==> src/rtl/mem_arb_pkg.sv <==
// Shared types and defaults for the instruction/data memory arbiter.
package mem_arb_pkg;

  localparam int unsigned TIMEOUT_DEF = 255;
  localparam int unsigned CW_DEF      = 8;
  localparam int unsigned AW          = 32;
  localparam int unsigned DW          = 32;

  typedef enum logic [1:0] {
    ST_IDLE  = 2'd0,
    ST_FETCH = 2'd1,
    ST_DATA  = 2'd2,
    ST_DRAIN = 2'd3
  } arb_state_e;

  // Command held stable on the memory side until Mem_Ack
  typedef struct packed {
    logic          we;
    logic [AW-1:0] addr;
    logic [DW-1:0] wdata;
  } mem_cmd_t;

endpackage

==> src/rtl/mem_arb_wdog.sv <==
// Busy-cycle watchdog: counts cycles without Mem_Ack and flags the cycle whose
// count would reach TIMEOUT, so the arbiter can abort on that same edge.
module mem_arb_wdog
  import mem_arb_pkg::*;
#(
  parameter int unsigned TIMEOUT = TIMEOUT_DEF,
  parameter int unsigned CW      = CW_DEF
) (
  input  logic clk,
  input  logic rst,
  input  logic clear,
  input  logic enable,
  output logic expired
);

  logic [CW-1:0] count;

  always_ff @(posedge clk or posedge rst) begin
    if (rst) begin
      count <= '0;
    end else if (clear) begin
      count <= '0;
    end else if (enable) begin
      count <= count + CW'(1);
    end
  end

  assign expired = enable && (count == CW'(TIMEOUT - 1));

endmodule

==> src/rtl/mem_arbiter.sv <==
// Single-port memory arbiter between instruction fetch and load/store, with a
// flush drain state and a sticky timeout error.
module mem_arbiter
  import mem_arb_pkg::*;
#(
  parameter int unsigned TIMEOUT = TIMEOUT_DEF,
  parameter int unsigned CW      = CW_DEF
) (
  input  logic          CLK,
  input  logic          RESET,
  input  logic          IF_Req,
  input  logic [AW-1:0] IF_Addr,
  input  logic          IF_Flush,
  output logic          IF_Valid,
  output logic [DW-1:0] IF_RData,
  output logic          IF_Stall,
  input  logic          MEM_Read,
  input  logic          MEM_Write,
  input  logic [AW-1:0] MEM_Addr,
  input  logic [DW-1:0] MEM_WData,
  output logic          MEM_Done,
  output logic [DW-1:0] MEM_RData,
  output logic          MEM_Stall,
  output logic          Mem_Req,
  output logic          Mem_We,
  output logic [AW-1:0] Mem_Addr,
  output logic [DW-1:0] Mem_WData,
  input  logic          Mem_Ack,
  input  logic [DW-1:0] Mem_RData,
  output logic          Mem_Err
);

  arb_state_e    state, state_d;
  mem_cmd_t      cmd_q, cmd_d;
  logic          if_valid_d, mem_done_d, err_d;
  logic [DW-1:0] if_rdata_d, mem_rdata_d;
  logic          wd_clear, wd_enable, wd_expired;

  assign wd_enable = (state != ST_IDLE) && !Mem_Ack;

  mem_arb_wdog #(
    .TIMEOUT (TIMEOUT),
    .CW      (CW)
  ) u_wdog (
    .clk     (CLK),
    .rst     (RESET),
    .clear   (wd_clear),
    .enable  (wd_enable),
    .expired (wd_expired)
  );

  assign IF_Stall  = IF_Req && !IF_Valid;
  assign MEM_Stall = (MEM_Read || MEM_Write) && !MEM_Done;
  assign Mem_We    = cmd_q.we;
  assign Mem_Addr  = cmd_q.addr;
  assign Mem_WData = cmd_q.wdata;

  always_ff @(posedge CLK or posedge RESET) begin
    if (RESET) begin
      state     <= ST_IDLE;
      cmd_q     <= '0;
      Mem_Req   <= 1'b0;
      IF_Valid  <= 1'b0;
      MEM_Done  <= 1'b0;
      Mem_Err   <= 1'b0;
      IF_RData  <= '0;
      MEM_RData <= '0;
    end else begin
      state     <= state_d;
      cmd_q     <= cmd_d;
      Mem_Req   <= (state_d != ST_IDLE);
      IF_Valid  <= if_valid_d;
      MEM_Done  <= mem_done_d;
      Mem_Err   <= err_d;
      IF_RData  <= if_rdata_d;
      MEM_RData <= mem_rdata_d;
    end
  end

  always_comb begin
    state_d     = state;
    cmd_d       = cmd_q;
    if_valid_d  = 1'b0;
    mem_done_d  = 1'b0;
    err_d       = Mem_Err;
    if_rdata_d  = IF_RData;
    mem_rdata_d = MEM_RData;
    wd_clear    = 1'b0;

    case (state)
      // A port whose done pulse is showing may not restart; data beats fetch
      ST_IDLE: begin
        if ((MEM_Read || MEM_Write) && !MEM_Done) begin
          state_d     = ST_DATA;
          cmd_d.we    = MEM_Write;
          cmd_d.addr  = MEM_Addr;
          cmd_d.wdata = MEM_WData;
          wd_clear    = 1'b1;
        end else if (IF_Req && !IF_Valid) begin
          state_d    = ST_FETCH;
          cmd_d.we   = 1'b0;
          cmd_d.addr = IF_Addr;
          wd_clear   = 1'b1;
        end
      end
      // A flush arriving with the ack or timeout just suppresses the pulse
      ST_FETCH: begin
        if (Mem_Ack) begin
          state_d = ST_IDLE;
          if (!IF_Flush) begin
            if_valid_d = 1'b1;
            if_rdata_d = Mem_RData;
          end
        end else if (wd_expired) begin
          state_d = ST_IDLE;
          err_d   = 1'b1;
          if (!IF_Flush) begin
            if_valid_d = 1'b1;
            if_rdata_d = '0;
          end
        end else if (IF_Flush) begin
          state_d  = ST_DRAIN;
          wd_clear = 1'b1;
        end
      end
      ST_DATA: begin
        if (Mem_Ack) begin
          state_d    = ST_IDLE;
          mem_done_d = 1'b1;
          if (!cmd_q.we) begin
            mem_rdata_d = Mem_RData;
          end
        end else if (wd_expired) begin
          state_d     = ST_IDLE;
          err_d       = 1'b1;
          mem_done_d  = 1'b1;
          mem_rdata_d = '0;
        end
      end
      ST_DRAIN: begin
        if (Mem_Ack) begin
          state_d = ST_IDLE;
        end else if (wd_expired) begin
          state_d = ST_IDLE;
          err_d   = 1'b1;
        end
      end
      default: state_d = ST_IDLE;
    endcase
  end

endmodule

==> config.mk <==
export PLATFORM = sky130hd
export DESIGN_NAME = mem_arbiter
export DESIGN_NICKNAME = d
export VERILOG_FILES = /design/src/rtl/mem_arb_pkg.sv /design/src/rtl/mem_arb_wdog.sv /design/src/rtl/mem_arbiter.sv
export SDC_FILE = /design/constraint.sdc
export NUM_CORES = 1
export LEC_CHECK = 0
export ABC_AREA = 1
export CORE_ASPECT_RATIO = 1.5
export CORE_MARGIN = 1
export CORE_UTILIZATION = 46
export DETAILED_ROUTE_END_ITERATION = 6
export PLACE_DENSITY = 0.89
export SYNTH_ARGS = -nofsm -noshare
export SYNTH_HDL_FRONTEND = slang
export SYNTH_HIERARCHICAL = 1
export SYNTH_SLANG_ARGS = --single-unit
export TNS_END_PERCENT = 20
==> constraint.sdc <==
create_clock -name CLK -period 14.4 [get_ports CLK]
set_input_delay 2.88 -clock CLK [delete_from_list [all_inputs] [get_ports CLK]]
set_output_delay 2.88 -clock CLK [all_outputs]
set_load 0.01 [all_outputs]
==> summary by stage <==
Worst setup path
For the worst setup path, the data required time is 11.52 ns. The sort of element at the end of the critical path is an output port. Traced cell by cell, the critical path runs through clkdlybuf4s50_1, inv_1, nor2_1, clkdlybuf4s50_1. Data arrives at the worst endpoint at 4.28 ns. STA classifies the critical path startpoint as an input pin. The worst setup slack for register-to-register paths is 11.53 ns.

The largest stage delay on the critical path is 0.62 ns. The cell count of the worst reg-to-reg path is 9. The largest fanout on the critical path is 2. The worst register-to-register path ends at IF_RData[23]. The type of the setup path with the least slack is input pin to output port. The reg-to-reg startpoint is state[0]. The largest individual stage delay along the critical path comes from the cell sky130_fd_sc_hd__clkdlybuf4s50_1. The cell type with the highest occurrence count on the critical path is sky130_fd_sc_hd__clkdlybuf4s50_1.

Clock network
The number of clock sinks is 143. The setup fix buffers added after clock tree synthesis is 0. Clock latency on the worst-skew pair, taken at its later pin, is 0.41 ns. The longest clock path from root to sink contains 2 buffers. TritonCTS built the clock tree. The number of cells upsized or downsized after cts is 0.

The clock tree root buffer cell is sky130_fd_sc_hd__clkbuf_16. Clock-pin slew was measured on the worst setup and hold paths at 0.06 ns. After clock tree synthesis, the flow added hold-fix buffers numbering 0. The clock tree synthesis step divided the H-tree into 4 levels. Counting the buffers created by CTS gives 17.

Run status
The checks that failed: design-rule violations. The run finished, with violations left.

Placement
The placed instances occupy a cell area of 9087 um2. The final weighted congestion in routability-driven placement is 0.7892. After detailed placement, the design holds a cell count of 1186. The total of buffers placed on input and output ports is 269.

The HPWL after detailed placement is 12780 um.

Synthesis
After technology mapping, the gate count stands at 795. Synthesis instantiated 25 different standard cells from the library. By count the netlist is led by sky130_fd_sc_hd__nand2_1 (374), sky130_fd_sc_hd__dfrtp_1 (143), sky130_fd_sc_hd__nand3_1 (103).

In this run, synthesis inferred 0 flip-flops with an integrated enable. For this run, the register share of the synthesized area comes to 0.5582. The average footprint of a synthesized cell is 8.064 um2.

The most frequently used flop master after synthesis is sky130_fd_sc_hd__dfrtp_1. The cell area that synthesis handed to floorplanning was 6411 um2. The number of nets handed over by synthesis was 932. The proportion of register bits with asynchronous set or reset after synthesis is 1.000.

The largest total area in the synthesized netlist belongs to sky130_fd_sc_hd__dfrtp_1. The share of the synthesized area in the top cell type is 0.5582. By area the synthesized netlist is led by sky130_fd_sc_hd__dfrtp_1 (56%), sky130_fd_sc_hd__nand2_1 (22%), sky130_fd_sc_hd__nand3_1 (8.0%), sky130_fd_sc_hd__inv_1 (2.8%), sky130_fd_sc_hd__o21ai_1 (2.4%). sky130_fd_sc_hd__nand2_1 is the most common cell in the netlist. The synthesized design contains 143 register bits. During synthesis, Yosys emitted a total of 6 warnings.

Min path
Along the worst hold path, the cell count comes to 2. The path with the worst hold slack has its endpoint at MEM_RData[24]. The path class of the tightest hold or removal check is flip-flop to flip-flop.

The startpoint identified for the worst hold timing path is MEM_RData[24].

Cells and area
At the end of the flow the core is filled with cells to 0.7149. The relative area change from synthesis to final layout is 50.90%. The layout has 1006 filler cells. In the final layout, the multi-input gates occupy 2369 um2. The number of antenna diodes in the final layout is 0. The ratio of cells with drive above 1 in the final layout is 0.05587. The non-filler instance count after layout is 1218. The sequential cell area is 3578 um2.

After routing the design area is 9674 um2. The final layout contains 1180 nets.

Route
The first detailed-routing pass took 7 iterations. The post-detailed-route count of antenna-violating nets is 0. The average via count per standard cell is 5.017. The routed design has 18720 um of wire. The per-cell routed wire length is 15.37 um. After detailed routing, the number of remaining DRC violations is 18.

The detailed router finished its first iteration with 299 violations. The via count is 6111.

Floorplanning
270 I/O pins were placed. The initial utilization of the core area, before any placement, comes to 0.4737. The chip width is 98.39 um. In this run the vertical extent of the chip is 146.6 um.

The core outline area is 13530 um2. The floorplan step defined a die boundary enclosing 14420 um2. The number of standard-cell rows in the floorplan is 52.

Global route
Entering global routing, the biggest net connects 73 pins. The via count of the first global-routing pass is 6125. The global-route usage over all layers is 0.2678. The initial antenna violation count was 0. The first global-routing pass estimated 30240 um of wire. The total global routing overflow is 0.

STA
The setup TNS is 0 ns. The final worst hold slack is 0.4762 ns. The total count of max-transition violations in the final report is 0. The number of setup violations in the final report is 0.

Setup repair after global routing left no endpoint under its margin. In this run the tightest slew margin relative to its limit is 0.1762. The smallest clock period supported by the final layout is computed as 7.163 ns.

The actual transition at the worst max-transition pin is 1.235 ns. The number of hold-slack violations in the final timing report was 0. Dividing the final minimum period by the clock period gives 0.4974. On the final layout, the worst clock skew is 0.01003 ns. The highest attainable clock frequency is 139.6 MHz.

Power
The peak supply drop is 0.1105 mV. The static leakage power is 4.922 nW. For this design the ratio of total power to cell area is 202.6 nW/um2.

Flow run
The count of max-cap constraint violations is 0.
[power breakdown]
group,switching (W),total [W],internal (W)
Clock,0.000178,0.000436,0.000258
Combinational,0.000439,0.000856,0.000417
Sequential,0.0000979,0.000667,0.000569
[per-layer routing]
layer | vias up | track usage | wire length [um]
met5 | - | 0 | 0
met1 | 2821 | 0.3067 | 7017
met2 | 266 | 0.4729 | 9817
met4 | 0 | 0.1179 | 633
li1 | 2972 | - | -
met3 | 52 | 0.06319 | 1251
[cell families after synthesis]
family,Yosys count,synth area share
compound gates,41,0.03240
fa+ha+maj,2,0.003903
buf+inv,99,0.07338
flops,143,0.5582
simple gates,510,0.3322
[per-stage QoR]
step | total power, W | setup slack [ns]
global route | 0.002082 | 7.158
global placement | 0.001500 | 7.208
floorplan | 0.001075 | 7.909
CTS | 0.001971 | 7.203
finish | 0.001960 | 7.237
detailed placement | 0.001525 | 7.210
[state kept, by name, summed over array words and instances, names as in the netlist]
| name | cells |
|---|---|
| IF_RData | 32 |
| MEM_RData | 32 |
| Mem_Addr | 32 |
| Mem_WData | 32 |
| u_wdog/count | 8 |
| state | 2 |
| IF_Valid | 1 |
| MEM_Done | 1 |
| Mem_Err | 1 |
| Mem_Req | 1 |
| Mem_We | 1 |
[worst max-delay path, delay by kind of cell]
kind / cells / cell delay (ns)
and+or+nand+nor: 1 / 0.27
buffers and inverters: 3 / 1.13
[layout make-up]
cell class,count,share of cell area
clock buffer,18,0.04436
clock inverter,14,0.01630
inverter,54,0.02147
multi-input combinational,553,0.2448
sequential,143,0.3699
tap,162,0.02095
timing repair buffer,274,0.2822
[cell usage in the layout, fill, tap and decap left out, types with 4 or more instances in the layout]
cell	netlist	layout
sky130_fd_sc_hd__nor2_4	5	5
sky130_fd_sc_hd__inv_6	0	4
sky130_fd_sc_hd__nand2_2	4	5
sky130_fd_sc_hd__clkinv_4	0	4
sky130_fd_sc_hd__clkdlybuf4s50_1	0	269
sky130_fd_sc_hd__nor2_1	16	16
sky130_fd_sc_hd__clkbuf_16	0	17
sky130_fd_sc_hd__nand2_1	374	373
sky130_fd_sc_hd__nand3_1	103	103
sky130_fd_sc_hd__o21ai_0	6	6
sky130_fd_sc_hd__o21ai_1	31	30
sky130_fd_sc_hd__dfrtp_1	143	143
sky130_fd_sc_hd__buf_4	7	5
sky130_fd_sc_hd__inv_2	6	6
sky130_fd_sc_hd__inv_1	48	47
[worst max path at each step]
| stage | depth (start not counted) | start | endpoint |
|---|---|---|---|
| global route | 4 | IF_Req | IF_Stall |
| finish | 4 | IF_Req | IF_Stall |
| detailed placement | 4 | IF_Req | IF_Stall |
| floorplan | 1 | RESET | IF_RData[0] |
| global placement | 4 | IF_Req | IF_Stall |
| CTS | 4 | IF_Req | IF_Stall |
Power figures use the tool's default switching activity.
